## src/rtl/router_pkt_tx_pkg.sv

```systemverilog
// Shared types and header layout for the router packet transmitter.
package router_pkg;

    typedef enum logic [2:0] {
        IDLE,
        FILL,
        HDR,
        PAY,
        PAR,
        CHECK
    } state_t;

    localparam int unsigned ADDR_LSB     = 0;
    localparam int unsigned LEN_LSB      = 2;
    localparam logic [1:0]  ADDR_ILLEGAL = 2'b11;
    localparam int unsigned MAX_LEN      = 63;

    function automatic logic [7:0] make_header(input logic [1:0] addr, input logic [5:0] len);
        logic [7:0] h;
        h                 = '0;
        h[ADDR_LSB +: 2]  = addr;
        h[LEN_LSB +: 6]   = len;
        return h;
    endfunction

endpackage

```

## src/rtl/router_pkt_tx_if.sv

```systemverilog
// Byte link between the packet transmitter and the router input port.
interface router_pkt_tx_if;

    logic [7:0] pkt_data;
    logic       pkt_valid;
    logic       busy;
    logic       err;

    modport master (
        output pkt_data,
        output pkt_valid,
        input  busy,
        input  err
    );

    modport slave (
        input  pkt_data,
        input  pkt_valid,
        output busy,
        output err
    );

endinterface

```

## src/rtl/router_pkt_tx_buf.sv

```systemverilog
// Payload store: register array with synchronous write, combinational read,
// and a write pointer that is cleared when a new command is accepted.
module router_tx_buf #(
    parameter int unsigned DEPTH = 64
) (
    input  logic       clock,
    input  logic       resetn,
    input  logic       wr_clr,
    input  logic       wr_en,
    input  logic [7:0] wr_data,
    input  logic [5:0] rd_addr,
    output logic [7:0] rd_data,
    output logic [5:0] wr_ptr
);

    logic [7:0] mem [DEPTH];

    always_ff @(posedge clock) begin
        if (wr_en) begin
            mem[wr_ptr] <= wr_data;
        end
    end

    assign rd_data = mem[rd_addr];

    always_ff @(posedge clock or negedge resetn) begin
        if (!resetn) begin
            wr_ptr <= '0;
        end else if (wr_clr) begin
            wr_ptr <= '0;
        end else if (wr_en) begin
            wr_ptr <= wr_ptr + 6'd1;
        end
    end

endmodule

```

## src/rtl/router_pkt_tx.sv

```systemverilog
// Store-and-forward packet source for the router input port: buffers a
// command's payload, then sends header, payload and parity back to back.
module router_pkt_tx
    import router_pkg::*;
#(
    parameter int unsigned DEPTH        = 64,
    parameter int unsigned BUSY_TIMEOUT = 1023,
    parameter int unsigned ERR_WAIT     = 3
) (
    input  logic                   clock,
    input  logic                   resetn,
    input  logic                   cmd_valid,
    output logic                   cmd_ready,
    input  logic [1:0]             cmd_addr,
    input  logic [5:0]             cmd_len,
    input  logic                   cmd_bad_par,
    input  logic                   pl_valid,
    output logic                   pl_ready,
    input  logic [7:0]             pl_data,
    router_pkt_tx_if.master        link,
    output logic                   tx_done,
    output logic                   tx_err,
    output logic                   cmd_rej,
    output logic                   busy_to
);

    localparam int unsigned BW = $clog2(BUSY_TIMEOUT + 1);
    localparam int unsigned EW = (ERR_WAIT > 1) ? $clog2(ERR_WAIT) : 1;
    localparam logic [BW-1:0] TO_MAX  = BW'(BUSY_TIMEOUT);
    localparam logic [BW-1:0] TO_LAST = BW'(BUSY_TIMEOUT - 1);
    localparam logic [EW-1:0] CHK_LAST = EW'(ERR_WAIT - 1);

    state_t        state;
    logic [1:0]    addr;
    logic [5:0]    len;
    logic          bad_par;
    logic [7:0]    parity;
    logic [5:0]    rd;
    logic [BW-1:0] busy_cnt;
    logic [EW-1:0] chk_cnt;
    logic          err_flag;

    logic [5:0]    wr_ptr;
    logic [5:0]    rd_addr;
    logic [7:0]    rd_data;
    logic          cmd_ok;
    logic          cmd_take;
    logic          pl_take;
    logic          sending;

    assign cmd_ready = (state == IDLE);
    assign pl_ready  = (state == FILL);
    assign cmd_ok    = (cmd_addr != ADDR_ILLEGAL) && (cmd_len != '0);
    assign cmd_take  = cmd_ready && cmd_valid && cmd_ok;
    assign pl_take   = pl_ready && pl_valid;
    assign sending   = (state == HDR) || (state == PAY) || (state == PAR);
    // Read one entry ahead so the next byte is ready on the transfer edge.
    assign rd_addr   = (state == HDR) ? '0 : rd + 6'd1;

    router_tx_buf #(.DEPTH(DEPTH)) u_buf (
        .clock   (clock),
        .resetn  (resetn),
        .wr_clr  (cmd_take),
        .wr_en   (pl_take),
        .wr_data (pl_data),
        .rd_addr (rd_addr),
        .rd_data (rd_data),
        .wr_ptr  (wr_ptr)
    );

    always_ff @(posedge clock or negedge resetn) begin
        if (!resetn) begin
            state          <= IDLE;
            addr           <= '0;
            len            <= '0;
            bad_par        <= 1'b0;
            parity         <= '0;
            rd             <= '0;
            chk_cnt        <= '0;
            err_flag       <= 1'b0;
            link.pkt_data  <= '0;
            link.pkt_valid <= 1'b0;
            tx_done        <= 1'b0;
            tx_err         <= 1'b0;
            cmd_rej        <= 1'b0;
        end else begin
            tx_done <= 1'b0;
            tx_err  <= 1'b0;
            cmd_rej <= 1'b0;
            case (state)
                IDLE: begin
                    if (cmd_valid) begin
                        if (!cmd_ok) begin
                            cmd_rej <= 1'b1;
                        end else begin
                            addr    <= cmd_addr;
                            len     <= cmd_len;
                            bad_par <= cmd_bad_par;
                            parity  <= make_header(cmd_addr, cmd_len);
                            state   <= FILL;
                        end
                    end
                end
                FILL: begin
                    if (pl_take) begin
                        parity <= parity ^ pl_data;
                        if (wr_ptr == len - 6'd1) begin
                            link.pkt_valid <= 1'b1;
                            link.pkt_data  <= make_header(addr, len);
                            state          <= HDR;
                        end
                    end
                end
                HDR: begin
                    if (!link.busy) begin
                        link.pkt_data <= rd_data;
                        rd            <= '0;
                        state         <= PAY;
                    end
                end
                PAY: begin
                    if (!link.busy) begin
                        if (rd == len - 6'd1) begin
                            link.pkt_valid <= 1'b0;
                            link.pkt_data  <= parity ^ {8{bad_par}};
                            state          <= PAR;
                        end else begin
                            link.pkt_data <= rd_data;
                            rd            <= rd + 6'd1;
                        end
                    end
                end
                PAR: begin
                    if (!link.busy) begin
                        link.pkt_data <= '0;
                        err_flag      <= 1'b0;
                        chk_cnt       <= '0;
                        state         <= CHECK;
                    end
                end
                CHECK: begin
                    err_flag <= err_flag | link.err;
                    if (chk_cnt == CHK_LAST) begin
                        tx_done <= 1'b1;
                        tx_err  <= err_flag | link.err;
                        state   <= IDLE;
                    end else begin
                        chk_cnt <= chk_cnt + 1'b1;
                    end
                end
                default: state <= IDLE;
            endcase
        end
    end

    // Stall watchdog: flags a stuck router but never aborts the packet.
    always_ff @(posedge clock or negedge resetn) begin
        if (!resetn) begin
            busy_cnt <= '0;
            busy_to  <= 1'b0;
        end else begin
            if (cmd_take) begin
                busy_to <= 1'b0;
            end
            if (sending && link.busy) begin
                if (busy_cnt != TO_MAX) begin
                    busy_cnt <= busy_cnt + 1'b1;
                end
                if (busy_cnt == TO_LAST) begin
                    busy_to <= 1'b1;
                end
            end else begin
                busy_cnt <= '0;
            end
        end
    end

endmodule

```

## src/flat_wrapper.sv

```systemverilog
// flat-port wrapper written by rule: the top's interface ports become plain ports
module router_pkt_tx_flat import router_pkg::*;
#(
    parameter int unsigned DEPTH        = 64,
    parameter int unsigned BUSY_TIMEOUT = 1023,
    parameter int unsigned ERR_WAIT     = 3
)
  (clock, resetn, cmd_valid, cmd_ready, cmd_addr, cmd_len, cmd_bad_par, pl_valid, pl_ready, pl_data, tx_done, tx_err, cmd_rej, busy_to, link_pkt_data, link_pkt_valid, link_busy, link_err);
  router_pkt_tx_if link_i ();
  input  logic clock;
  input  logic resetn;
  input  logic cmd_valid;
  output logic cmd_ready;
  input  logic [1:0] cmd_addr;
  input  logic [5:0] cmd_len;
  input  logic cmd_bad_par;
  input  logic pl_valid;
  output logic pl_ready;
  input  logic [7:0] pl_data;
  output logic tx_done;
  output logic tx_err;
  output logic cmd_rej;
  output logic busy_to;
  output wire logic [$bits(link_i.pkt_data)-1:0] link_pkt_data;
  output wire logic [$bits(link_i.pkt_valid)-1:0] link_pkt_valid;
  input wire logic [$bits(link_i.busy)-1:0] link_busy;
  input wire logic [$bits(link_i.err)-1:0] link_err;
  assign link_pkt_data = link_i.pkt_data;
  assign link_pkt_valid = link_i.pkt_valid;
  assign link_i.busy = link_busy;
  assign link_i.err = link_err;
  router_pkt_tx #(.DEPTH(DEPTH), .BUSY_TIMEOUT(BUSY_TIMEOUT), .ERR_WAIT(ERR_WAIT)) u_core (.clock(clock), .resetn(resetn), .cmd_valid(cmd_valid), .cmd_ready(cmd_ready), .cmd_addr(cmd_addr), .cmd_len(cmd_len), .cmd_bad_par(cmd_bad_par), .pl_valid(pl_valid), .pl_ready(pl_ready), .pl_data(pl_data), .link(link_i), .tx_done(tx_done), .tx_err(tx_err), .cmd_rej(cmd_rej), .busy_to(busy_to));
endmodule
```

## config.mk

```make
export PLATFORM = sky130hd
export DESIGN_NAME = router_pkt_tx_flat
export DESIGN_NICKNAME = d
export VERILOG_FILES = /design/src/rtl/router_pkt_tx_pkg.sv /design/src/rtl/router_pkt_tx_if.sv /design/src/rtl/router_pkt_tx_buf.sv /design/src/rtl/router_pkt_tx.sv /design/src/flat_wrapper.sv
export SDC_FILE = /design/constraint.sdc
export NUM_CORES = 1
export LEC_CHECK = 0
export ABC_CLOCK_PERIOD_IN_PS = 3400
export CORE_MARGIN = 4
export CORE_UTILIZATION = 55
export DETAILED_ROUTE_END_ITERATION = 7
export HOLD_SLACK_MARGIN = 0.06
export PLACE_DENSITY = 0.71
export SLEW_MARGIN = 5
export SYNTH_ARGS = -nofsm -noshare
export SYNTH_HDL_FRONTEND = slang
export SYNTH_HIERARCHICAL = 1
export SYNTH_SLANG_ARGS = --single-unit
```

## constraint.sdc

```tcl
create_clock -name clock -period 3.4 [get_ports clock]
set_input_delay 0.68 -clock clock [delete_from_list [all_inputs] [get_ports clock]]
set_output_delay 0.68 -clock clock [all_outputs]
set_load 0.05 [all_outputs]
```

==> key figures <==
Power and ir drop
  – Sequential cell fraction of total power: about two fifths
  – Int Pwr: between 10 and 15 mW
  – PD cells: 769 nW/um^2
  – Peak supply drop: roughly 0.48 mV
  – Tot Pwr: 20.9 mW
  – P_leak: roughly 9.2 nW
  – Clock Power Share: about 29%
  – Gate power share: between 30 and 40%
  – NetSw: ~6.4 mW
  – Switching share of power: a little under a third

Synth
  – Ys Warns: 6
  – Mapped Area: around 24000 sq um
  – Async set-or-reset flop fraction in the synthesized netlist: about 10%
  – Syn Area/Cell: about 18 sq um
  – Top FF cell, synth: edfxtp_1
  – Syn Inst Count: roughly 1300
  – Seq cells post-synth: 570
  – Seq/Total Area, Yosys: between 70% and 80%
  – Post-synth EDFFs: around 510
  – Syn_nets: between 1000 and 1500
  – Synth cell types: 66

GRT
  – GRT Resource Usage Total: roughly a quarter
  – Largest net degree at the start of global routing: 48
  – Initial antenna violation count: 0
  – First-pass GRT wire length: 82.7 mm
  – Vias in the first global route: 13100
  – Congestion Overflow GR: 0

Route
  – Vias/cell: approximately 6.3
  – Post-DRT Antenna Nets: 0
  – Drt wl/cell: ~27 um
  – Initial DRC Count: about 1500
  – Drt pass-1 iters: 5
  – Via count: 13000
  – Remaining DRCs: 0
  – WL final: 54.6 mm

Worst setup path
  – Crit path capture type: register
  – Critical path fanouts, max: 38
  – Critical path arrival: between 3000 and 4000 ps
  – WP data required: a little under 4000 ps
  – Crit path kind: register to register
  – Startpoint Class: register

Clocking
  – Clock Sink Count: between 500 and 600
  – H-tree lvl count: 2
  – Clock-pin slew on the worst setup and hold paths: around 70 ps
  – Clock buffer depth: 3
  – Clk root buf: clkbuf_16
  – Clk_lat worst skew: roughly 600 ps
  – CTS tree: done
  – CTS buffer count: 55

Finish
  – Multi-input gate area: ~6300 sq um
  – Area added between synthesis and finish: 15.1%
  – Finished Layout Cells: 2057
  – Reg area: roughly 17000 sq um
  – # nets final: around 1500
  – Layout cells sized above 1: about a quarter
  – Layout Cell Area excl Fill: around 27000 sq um
  – # fillers: ~2900
  – # diodes: 0

STA
  – Setup TNS: 0 ps
  – Min Clock Period, post-route: approximately 3300 ps
  – Worst slew pin tran: 909 ps
  – Maximum clock rate: a little over 0.3 GHz
  – Slew Viols, Final: 0
  – Setup ws final: about 130 ps
  – RSZ-0062 raised after global routing: no
  – Final Hold Fails: 0
  – Count of final setup violators: 0
  – Worst Skew: around 19 ps
  – Slew HR: 39.4%
  – Fin crit share: 96.2%

Placement
  – Pre-CTS setup slack: 50.1 ps
  – DP Cell Count: roughly 2000
  – Post-DP Area: ~25000 sq um
  – GPL Wtd Cong: just under 0.9
  – Port buffer count: 37
  – Hpwl dp: roughly 36 mm

Floorplan
  – Full die area: between 40000 and 50000 sq um
  – Die Y: ~220 um
  – Starting Density: between 50 and 60%
  – Die width: ~220 um
  – Core area: 42200 sq um
  – Row cnt: 75
  – Io pins: 38

Run
  – Max-cap violations: 0

Outcome
  – Outcome: finished clean

Hold path
  – Hold Crit Class: input port to register
## power by group through the flow
stage                     Clock [mW]  Sequential [mW]  Combinational (mW)
final                           6.06             8.44                6.39
after global routing            6.50             8.46                6.83
after CTS                       6.17             8.43                6.39
after detailed placement           0             8.57                6.35
after global placement             0             8.55                6.28
after floorplan                    0             8.53                4.45
## worst max-delay path: stages (launching register included)
cell,delay (ps)
dfrtp_1,400
ha_1,250
nand2b_1,190
a21oi_4,330
buf_12,300
buf_12,210
mux4_2,320
o221ai_1,230
a221oi_2,90
a21o_1,200
a221o_1,310
mux2_2,270
## synthesized netlist by cell type (13+ instances only)
cell type | count | area share (%)
nand2_1 | 44 | 0.70
nor3_1 | 25 | 0.53
mux4_1 | 19 | 2.1
mux2i_1 | 34 | 1.4
inv_1 | 13 | 0.21
nor2_1 | 97 | 1.5
o22ai_1 | 17 | 0.45
nor2b_1 | 16 | 0.42
mux4_2 | 102 | 9.7
a21oi_1 | 29 | 0.61
buf_2 | 17 | 0.36
nand3_1 | 32 | 0.68
clkbuf_1 | 27 | 0.43
mux2_2 | 21 | 1.0
nand2b_1 | 14 | 0.37
a211oi_1 | 15 | 0.48
dfrtp_1 | 58 | 6.1
o21ai_0 | 31 | 0.66
edfxtp_1 | 512 | 65
xor2_1 | 24 | 0.89
## layout by cell type (no fill, tap or decap), types with 6 or more instances in the layout
master and count:
mux2i_1 33, buf_12 12, xnor2_1 10, o21ai_0 31, clkbuf_1 13, nor2_1 95
nand2b_1 14, buf_4 124, clkbuf_16 55, a21oi_1 28, mux2_2 21, buf_2 9
nand2_1 44, mux4_2 102, a211oi_1 13, or2_2 7, a21o_1 6, mux4_1 19
edfxtp_1 512, nand3_1 32, a22oi_1 6, dfrtp_1 58, o31ai_1 7, o221ai_1 12
clkinv_2 9, ha_1 6, xor2_1 24, or3_1 6, bufinv_16 6, inv_1 12
nor2b_1 15, o22ai_1 17, o21ai_1 8, nor3_1 24, a221oi_2 6, clkinv_1 8
clkdlybuf4s50_1 27
## metal layers
metal | share of wire [%] | GRT usage (%) | routed length, um
met2 | 50 | 38.8 | 27100
met5 | 0 | 0 | 0
met1 | 41 | 33.6 | 22200
met3 | 7.2 | 3.25 | 3930
met4 | 2.7 | 6.98 | 1470
## area by class of cell
type	instances	share of cell area [%]
Clock buffer	73	5.50
Inverter	13	0.193
Multi-Input combinational cell	658	23.2
Sequential cell	570	61.9
Timing Repair Buffer	175	5.59
Clock inverter	29	1.12
Tap cell	539	2.48
## sequential cells by signal, summed over array words and instances (netlist names), 2 cells and up
| signal | flops |
|---|---|
| u_core/addr | 2 |
| u_core/len | 6 |
| u_core/parity | 8 |
| u_core/u_buf/mem | 512 |
| u_core/state | 3 |
| u_core/rd | 6 |
| u_core/u_buf/wr_ptr | 6 |
| u_core/chk_cnt | 2 |
| u_core/busy_cnt | 10 |
| u_core/link.pkt_data | 8 |
## cells by family after synthesis
kind of cell    count (synthesis)  synth area share, %
fa+ha+maj                       6                0.318
compound gates                165                 4.80
mux                           178                 14.4
buf+inv                        88                 2.32
simple gates                  275                 5.64
flops                         570                 71.3
xor+xnor                       34                 1.26
## repair_timing
item                                    4_1_cts  5_1_grt
buffers inserted                              0        1
hold buffers                                  1        0
endpoints found under the setup margin        1        5
endpoints found under the hold margin        18        0
pin swaps                                     0        0
resized for setup                             1        9
gates cloned                                  0        0
## per-stage QoR
| stage | hold slack (ps) | utilization [%] |
|---|---|---|
| finish | 341 | 64.4 |
| global route | 339 | 64.4 |
| CTS | 323 | 64.2 |
| detailed placement | 475 | 60.0 |
| global placement | 482 | 60.0 |
| floorplan | 384 | - |
## final timing paths
check | from | to | slack, ps | depth (start not counted)
min in group asynchronous | resetn | u_core/rd[4] | 560 | 2
max in group asynchronous | resetn | u_core/busy_to | 2170 | 3
worst max register to register | u_core/rd[0] | u_core/link.pkt_data[4] | 130 | 11
worst min-delay path | pl_data[3] | u_core/u_buf/mem[54][3] | 340 | 1
worst max-delay path | u_core/rd[0] | u_core/link.pkt_data[4] | 130 | 11
worst min register to register | u_core/busy_to | u_core/busy_to | 490 | 2
No activity file was read; power rests on OpenSTA's default activity.
